File: config.mk
export PLATFORM = sky130hd
export DESIGN_NAME = ps2_player_controls_flat
export DESIGN_NICKNAME = d
export VERILOG_FILES = /design/src/rtl/ps2_player_controls_if.sv /design/src/rtl/ps2_player_controls.sv /design/src/flat_wrapper.sv
export SDC_FILE = /design/constraint.sdc
export NUM_CORES = 1
export LEC_CHECK = 0
export BUFFER_PORTS_ARGS = -buffer_cell sky130_fd_sc_hd__clkbuf_2
export CORE_MARGIN = 2
export CORE_UTILIZATION = 45
export DETAILED_ROUTE_END_ITERATION = 12
export PLACE_DENSITY = 0.73
export SLEW_MARGIN = 20
export SYNTH_ARGS = -nofsm -noshare
export SYNTH_HDL_FRONTEND = slang
export SYNTH_SLANG_ARGS = --single-unit
File: constraint.sdc
create_clock -name clk -period 3.8 [get_ports clk]
set_clock_uncertainty 0.15 [all_clocks]
set_input_delay 0.95 -clock clk [delete_from_list [all_inputs] [get_ports clk]]
set_output_delay 0.95 -clock clk [all_outputs]
set_load 0.005 [all_outputs]
File: src/rtl/ps2_player_controls_if.sv
// ---------------------------------------------------------------------------
// ps2_player_controls_if
//   Groups the scan-code input stream, the per-player control outputs and the
//   fire acknowledges between the keyboard receiver, ps2_player_controls and
//   the game FSM.
//
// Handshake semantics:
//   scan_code is valid only in a cycle where scan_code_ready is high; each
//   high cycle carries exactly one byte and there is no backpressure.
//   pN_fire_req is a sticky level request; the consumer pulses pN_fire_ack
//   for one or more cycles to clear it. A new fire-key press in the same
//   cycle as an ack keeps the request high.
//
// Signals:
//   scan_code        8  byte from the keyboard receiver
//   scan_code_ready  1  one-cycle strobe per received byte
//   p1_dir           4  player 1 held directions {up, down, left, right}
//   p2_dir           4  player 2 held directions {up, down, left, right}
//   p1_fire_req      1  sticky player 1 fire request
//   p2_fire_req      1  sticky player 2 fire request
//   p1_fire_ack      1  clears p1_fire_req
//   p2_fire_ack      1  clears p2_fire_req
//   dbg_state        2  current prefix FSM state (debug visibility)
//
// Modports:
//   master - drives the scan-code stream and acks (receiver + game FSM side)
//   slave  - ps2_player_controls itself
// ---------------------------------------------------------------------------
interface ps2_player_controls_if;
    logic [7:0] scan_code;
    logic       scan_code_ready;
    logic [3:0] p1_dir;
    logic [3:0] p2_dir;
    logic       p1_fire_req;
    logic       p2_fire_req;
    logic       p1_fire_ack;
    logic       p2_fire_ack;
    logic [1:0] dbg_state;

    modport master (
        output scan_code,
        output scan_code_ready,
        output p1_fire_ack,
        output p2_fire_ack,
        input  p1_dir,
        input  p2_dir,
        input  p1_fire_req,
        input  p2_fire_req,
        input  dbg_state
    );

    modport slave (
        input  scan_code,
        input  scan_code_ready,
        input  p1_fire_ack,
        input  p2_fire_ack,
        output p1_dir,
        output p2_dir,
        output p1_fire_req,
        output p2_fire_req,
        output dbg_state
    );
endinterface

File: src/rtl/ps2_player_controls.sv
// ---------------------------------------------------------------------------
// ps2_player_controls
//   Converts a PS/2 Set-2 scan-code stream (make, break, E0-extended) into
//   per-player held-direction levels and sticky fire requests.
//
//   Player 1: arrow keys (extended codes), fire = Enter or keypad Enter.
//   Player 2: W/S/A/D, fire = Space.
//
// Ports:
//   clk    - system clock (50 MHz)
//   reset  - asynchronous, active-high reset
//   bus    - ps2_player_controls_if.slave (scan-code stream, directions,
//            fire requests/acks, debug state)
//
// Parameters:
//   STUCK_TIMEOUT - idle clk cycles (no scan_code_ready) after which held
//                   keys are force-released; only used when the macro
//                   KEY_STUCK_CLEAR_EN is defined.
//
// Build option:
//   `define KEY_STUCK_CLEAR_EN enables the stuck-key timeout. Without it the
//   held bits change only on decoded codes and reset.
// ---------------------------------------------------------------------------
module ps2_player_controls #(
    parameter int unsigned STUCK_TIMEOUT = 50000000
) (
    input  logic                   clk,
    input  logic                   reset,
    ps2_player_controls_if.slave   bus
);

    // Held-key vector layout. The low byte is laid out so that each nibble is
    // directly a {up, down, left, right} direction group.
    localparam int HELD_W     = 11;
    localparam int K_RIGHT    = 0;
    localparam int K_LEFT     = 1;
    localparam int K_DOWN     = 2;
    localparam int K_UP       = 3;
    localparam int K_D        = 4;
    localparam int K_A        = 5;
    localparam int K_S        = 6;
    localparam int K_W        = 7;
    localparam int K_SPACE    = 8;
    localparam int K_ENTER    = 9;
    localparam int K_KP_ENTER = 10;

    localparam logic [7:0] CODE_EXT = 8'hE0;
    localparam logic [7:0] CODE_BRK = 8'hF0;

    typedef enum logic [1:0] {
        ST_IDLE    = 2'd0,
        ST_EXT     = 2'd1,
        ST_BRK     = 2'd2,
        ST_EXT_BRK = 2'd3
    } prefix_state_t;

    prefix_state_t     state_q, state_d;
    logic [HELD_W-1:0] held_q, held_d;
    logic [3:0]        p1_dir_q, p1_dir_d;
    logic [3:0]        p2_dir_q, p2_dir_d;
    logic              p1_fire_q, p1_fire_d;
    logic              p2_fire_q, p2_fire_d;

    logic              code_done;
    logic              code_ext;
    logic              code_brk;
    logic [HELD_W-1:0] key_mask;
    logic [HELD_W-1:0] new_press;
    logic              p1_set;
    logic              p2_set;
    logic              stuck_clear;

    // One-hot held bit for a completed code; unmapped codes give zero.
    function automatic logic [HELD_W-1:0] decode_key(input logic ext, input logic [7:0] code);
        logic [HELD_W-1:0] m;
        m = '0;
        if (ext) begin
            case (code)
                8'h75:   m[K_UP]       = 1'b1;
                8'h72:   m[K_DOWN]     = 1'b1;
                8'h6B:   m[K_LEFT]     = 1'b1;
                8'h74:   m[K_RIGHT]    = 1'b1;
                8'h5A:   m[K_KP_ENTER] = 1'b1;
                default: m = '0;
            endcase
        end else begin
            case (code)
                8'h1D:   m[K_W]     = 1'b1;
                8'h1B:   m[K_S]     = 1'b1;
                8'h1C:   m[K_A]     = 1'b1;
                8'h23:   m[K_D]     = 1'b1;
                8'h29:   m[K_SPACE] = 1'b1;
                8'h5A:   m[K_ENTER] = 1'b1;
                default: m = '0;
            endcase
        end
        return m;
    endfunction

    // Opposing directions cancel at the output; held bits stay intact so
    // releasing one of the pair restores the other direction.
    function automatic logic [3:0] cancel_opposing(input logic [3:0] d);
        return {d[3] & ~d[2], d[2] & ~d[3], d[1] & ~d[0], d[0] & ~d[1]};
    endfunction

`ifdef KEY_STUCK_CLEAR_EN
    localparam logic [25:0] TIMEOUT_VAL = 26'(STUCK_TIMEOUT);

    logic [25:0] stuck_cnt_q;

    // Saturating idle counter: restarts on every received byte.
    always_ff @(posedge clk or posedge reset) begin
        if (reset) begin
            stuck_cnt_q <= '0;
        end else if (bus.scan_code_ready) begin
            stuck_cnt_q <= '0;
        end else if (stuck_cnt_q != '1) begin
            stuck_cnt_q <= stuck_cnt_q + 26'd1;
        end
    end

    assign stuck_clear = !bus.scan_code_ready && (stuck_cnt_q == TIMEOUT_VAL) && (|held_q);
`else
    assign stuck_clear = 1'b0;
`endif

    // State / output registers
    always_ff @(posedge clk or posedge reset) begin
        if (reset) begin
            state_q   <= ST_IDLE;
            held_q    <= '0;
            p1_dir_q  <= '0;
            p2_dir_q  <= '0;
            p1_fire_q <= 1'b0;
            p2_fire_q <= 1'b0;
        end else begin
            state_q   <= state_d;
            held_q    <= held_d;
            p1_dir_q  <= p1_dir_d;
            p2_dir_q  <= p2_dir_d;
            p1_fire_q <= p1_fire_d;
            p2_fire_q <= p2_fire_d;
        end
    end

    // Prefix FSM, key decode and fire-request next state
    always_comb begin
        state_d   = state_q;
        held_d    = held_q;
        code_done = 1'b0;
        code_ext  = 1'b0;
        code_brk  = 1'b0;
        key_mask  = '0;
        new_press = '0;
        p1_set    = 1'b0;
        p2_set    = 1'b0;

        if (bus.scan_code_ready) begin
            case (state_q)
                ST_IDLE: begin
                    if (bus.scan_code == CODE_EXT) begin
                        state_d = ST_EXT;
                    end else if (bus.scan_code == CODE_BRK) begin
                        state_d = ST_BRK;
                    end else begin
                        code_done = 1'b1;
                    end
                end
                ST_EXT: begin
                    if (bus.scan_code == CODE_BRK) begin
                        state_d = ST_EXT_BRK;
                    end else if (bus.scan_code != CODE_EXT) begin
                        code_done = 1'b1;
                        code_ext  = 1'b1;
                        state_d   = ST_IDLE;
                    end
                end
                ST_BRK: begin
                    if (bus.scan_code == CODE_EXT) begin
                        state_d = ST_EXT_BRK;
                    end else if (bus.scan_code != CODE_BRK) begin
                        code_done = 1'b1;
                        code_brk  = 1'b1;
                        state_d   = ST_IDLE;
                    end
                end
                ST_EXT_BRK: begin
                    if ((bus.scan_code != CODE_EXT) && (bus.scan_code != CODE_BRK)) begin
                        code_done = 1'b1;
                        code_ext  = 1'b1;
                        code_brk  = 1'b1;
                        state_d   = ST_IDLE;
                    end
                end
                default: state_d = ST_IDLE;
            endcase
        end

        if (code_done) begin
            key_mask = decode_key(code_ext, bus.scan_code);
            if (code_brk) begin
                held_d = held_q & ~key_mask;
            end else begin
                held_d    = held_q | key_mask;
                // Only a 0->1 transition of a fire key arms a request, so
                // typematic repeats do not re-fire.
                new_press = key_mask & ~held_q;
                p1_set    = new_press[K_ENTER] | new_press[K_KP_ENTER];
                p2_set    = new_press[K_SPACE];
            end
        end

        // Only reachable in an idle cycle, so it never races a decode.
        if (stuck_clear) begin
            held_d  = '0;
            state_d = ST_IDLE;
        end

        p1_dir_d  = cancel_opposing(held_d[3:0]);
        p2_dir_d  = cancel_opposing(held_d[7:4]);
        // Set has priority over ack.
        p1_fire_d = p1_set | (p1_fire_q & ~bus.p1_fire_ack);
        p2_fire_d = p2_set | (p2_fire_q & ~bus.p2_fire_ack);
    end

    assign bus.p1_dir      = p1_dir_q;
    assign bus.p2_dir      = p2_dir_q;
    assign bus.p1_fire_req = p1_fire_q;
    assign bus.p2_fire_req = p2_fire_q;
    assign bus.dbg_state   = state_q;

endmodule
File: src/flat_wrapper.sv
// flat-port wrapper written by rule: the top's interface ports become plain ports
module ps2_player_controls_flat 
#(
    parameter int unsigned STUCK_TIMEOUT = 50000000
)
  (clk, reset, bus_scan_code, bus_scan_code_ready, bus_p1_fire_ack, bus_p2_fire_ack, bus_p1_dir, bus_p2_dir, bus_p1_fire_req, bus_p2_fire_req, bus_dbg_state);
  ps2_player_controls_if bus_i ();
  input  logic clk;
  input  logic reset;
  input wire logic [$bits(bus_i.scan_code)-1:0] bus_scan_code;
  input wire logic [$bits(bus_i.scan_code_ready)-1:0] bus_scan_code_ready;
  input wire logic [$bits(bus_i.p1_fire_ack)-1:0] bus_p1_fire_ack;
  input wire logic [$bits(bus_i.p2_fire_ack)-1:0] bus_p2_fire_ack;
  output wire logic [$bits(bus_i.p1_dir)-1:0] bus_p1_dir;
  output wire logic [$bits(bus_i.p2_dir)-1:0] bus_p2_dir;
  output wire logic [$bits(bus_i.p1_fire_req)-1:0] bus_p1_fire_req;
  output wire logic [$bits(bus_i.p2_fire_req)-1:0] bus_p2_fire_req;
  output wire logic [$bits(bus_i.dbg_state)-1:0] bus_dbg_state;
  assign bus_i.scan_code = bus_scan_code;
  assign bus_i.scan_code_ready = bus_scan_code_ready;
  assign bus_i.p1_fire_ack = bus_p1_fire_ack;
  assign bus_i.p2_fire_ack = bus_p2_fire_ack;
  assign bus_p1_dir = bus_i.p1_dir;
  assign bus_p2_dir = bus_i.p2_dir;
  assign bus_p1_fire_req = bus_i.p1_fire_req;
  assign bus_p2_fire_req = bus_i.p2_fire_req;
  assign bus_dbg_state = bus_i.dbg_state;
  ps2_player_controls #(.STUCK_TIMEOUT(STUCK_TIMEOUT)) u_core (.clk(clk), .reset(reset), .bus(bus_i));
endmodule
==> results.json <==
{
  "run_status": "complete, no violations",
  "synth.ff_latch_count": 23,
  "grt_max_degree": 24,
  "synth_area_leaders": "dfrtp_1 (49%), o31ai_1 (3.9%), o211a_1 (3.4%), o31a_1 (3.0%), nand4bb_1 (2.9%)",
  "drv_cap": 0,
  "tns_ps": 0,
  "wl_per_cell_um": 15.49,
  "dr.pass1.iters": 4,
  "setup_viol": 0,
  "drc_errors": 0,
  "layout.nets": 140,
  "post_cts_buffers": 0,
  "rsz0062_at_grt": "no",
  "peakVddDrop_uv": 178.5,
  "cts_hold_buf": 0,
  "fin_ws_ps": 1396,
  "dp_hpwl_um": 1760,
  "clockRootBuffer": "clkbuf_4",
  "layout-drive-gt1-share_pct": 28.57,
  "seq_area_frac_synth_pct": 49.36,
  "required_ps": 3880,
  "grt_pass1_wl_um": 3933,
  "critPathMaxFanout": 10,
  "worst_path_largest_cell_delay_ps": 590,
  "die_w_um": 54.91,
  "clk_pin_slew_worst_paths_ps": 120,
  "synth_edf_count": 0,
  "period_needed_ps": 2404,
  "fin_crit_sh_pct": 63.25,
  "hold_path.class": "register to register",
  "final_antenna_net_count": 0,
  "path_class": "primary input to register",
  "core_area_um2": 2477,
  "synthCells": 103,
  "yosys.area.top_type": "dfrtp_1",
  "antenna_found_initial": 0,
  "p_per_area_nw_per_um2": 324.9,
  "worstSkewPairLatency_ps": 300,
  "p_leak_nw": 0.6464,
  "yosysMostFrequentCell": "dfrtp_1",
  "gp_congestion": 0.7773,
  "max_slew_margin_pct": 43.66,
  "endpoint_kind": "register",
  "yosys-top-cells-count": "dfrtp_1 (23), inv_1 (6), o31ai_1 (6)",
  "vias": 915,
  "synth_flop_cell": "dfrtp_1",
  "syn-cell-area_um2": 1166,
  "start_util_pct": 47.07,
  "synth.distinct_cells": 35,
  "detailedPlace.worstSlack_ps": 1094,
  "grt-ovfl-total": 0,
  "n_antenna_cell": 0,
  "first_global_vias": 840,
  "hold_viol": 0,
  "slew_viol_final": 0,
  "syn_to_final_growth_pct": 12.55,
  "cts_tree": "yes",
  "slowest_stage": "or4_4",
  "synth_nets": 116,
  "synth_top_area_share_pct": 49.36,
  "dieHeight_um": 54.91,
  "grtUsageTotal_pct": 18.50,
  "syn-mean-instance-area_um2": 11.32,
  "cts.htree.levels": 1,
  "dieArea_um2": 3015,
  "worstMarginPinSlew_ps": 844.1,
  "cts_buffers": 3,
  "setup.worst_path.start_class": "primary input",
  "clock_path_buffers": 2,
  "drt-total-wl_um": 2416,
  "synth-async-reset-ratio_pct": 100.0,
  "via_per_inst": 5.865,
  "fmaxAchievable_ghz": 0.4160,
  "cts_resized": 0,
  "rows": 18,
  "num_io_pins": 25,
  "dr.first_iter.drc_count": 11,
  "io_buffer_count": 24,
  "path_cells": "clkbuf_2 -> or3b_1 -> or4_4 -> a211oi_2",
  "arrival_ps": 2480,
  "yosysWarnings": 0,
  "cts.sinks": 23
}
-- kinds of logic (layout without fill, tap and decap cells) --
kind of cell    after synthesis  after routing  share of synthesized area [%]
compound gates               26             26                          18.67
simple gates                 42             42                          25.97
mux                           1              1                         0.8584
buf+inv                      11             34                          5.150
flops                        23             23                          49.36
-- layout by cell type (no fill, tap or decap), types with 2 or more instances in the layout --
cell | Yosys | final
clkbuf_2 | 0 | 24
dfrtp_1 | 23 | 23
inv_1 | 6 | 6
o31ai_1 | 6 | 6
nand2_1 | 5 | 5
o31a_1 | 4 | 4
o211a_1 | 4 | 4
a21oi_1 | 3 | 3
nor2_1 | 3 | 3
nand4bb_1 | 3 | 3
nor4_1 | 3 | 3
or2_1 | 3 | 3
nand4b_1 | 3 | 3
clkbuf_4 | 0 | 3
nor4bb_1 | 2 | 2
nand4_1 | 2 | 2
or3b_2 | 2 | 2
or2_2 | 2 | 2
or3_1 | 2 | 2
or4_4 | 2 | 2
nand2b_1 | 2 | 2
or4_1 | 2 | 2
nand3_1 | 2 | 2
a211oi_1 | 2 | 2
a211oi_2 | 2 | 2
o32ai_1 | 2 | 2
-- worst max-delay path: cells and delay by family --
family / cells / cell delay (ps)
and+or+nand+nor: 2 / 1130
AOI/OAI and AO/OA: 1 / 220
buffers and inverters: 1 / 180
-- metal layers --
layer / GRT usage (%) / up-vias / share of wire [%]
met5: 0 / - / 0
met4: 7.317 / 0 / 0.62
met3: 3.226 / 2 / 4.1
met2: 29.96 / 20 / 49
met1: 24.69 / 444 / 46
li1: - / 449 / -
-- cell type report --
| cell class | instances | area, um^2 |
|---|---|---|
| fill | 240 | 1165 |
| sequential | 23 | 575.6 |
| multi-input combinational | 69 | 530.5 |
| timing repair buffer | 24 | 120.1 |
| tap | 30 | 37.54 |
| clock buffer | 4 | 26.28 |
| inverter | 6 | 22.52 |
-- path summary, 6_finish.rpt --
| kind | startpoint | endpoint | slack, ps | depth (start not counted) |
|---|---|---|---|---|
| hold / removal | register | u_core.bus.p2_fire_req | 350 | 1 |
| max in group asynchronous | reset | u_core.bus.p2_dir[1] | 2350 | 2 |
| hold reg to reg | register | u_core.bus.p2_fire_req | 350 | 1 |
| setup reg to reg | u_core.bus.dbg_state[0] | u_core.bus.p2_dir[1] | 1660 | 3 |
| min in group asynchronous | reset | u_core.bus.p2_dir[3] | 630 | 2 |
| setup / recovery | bus_scan_code_ready | u_core.bus.p2_dir[1] | 1400 | 4 |
-- stage by stage --
step                hold slack, ps  std cells  cell area [um^2]  util [%]  total power [mW]
floorplan                    293.6        103              1166         -            0.3012
global placement             310.9        152              1286     51.92            0.3195
detailed placement           331.9        152              1286     51.92            0.3218
CTS                          346.5        156              1313     52.98            0.4316
global route                 356.4        156              1313     52.98            0.4517
finish                       346.4        156              1313     52.98            0.4264
-- power breakdown --
group / switching (mW) / internal [mW]
clock network: 0.0684 / 0.0408
registers: 0.00841 / 0.255
logic: 0.0316 / 0.0227
(Power assumes the default switching activity.)
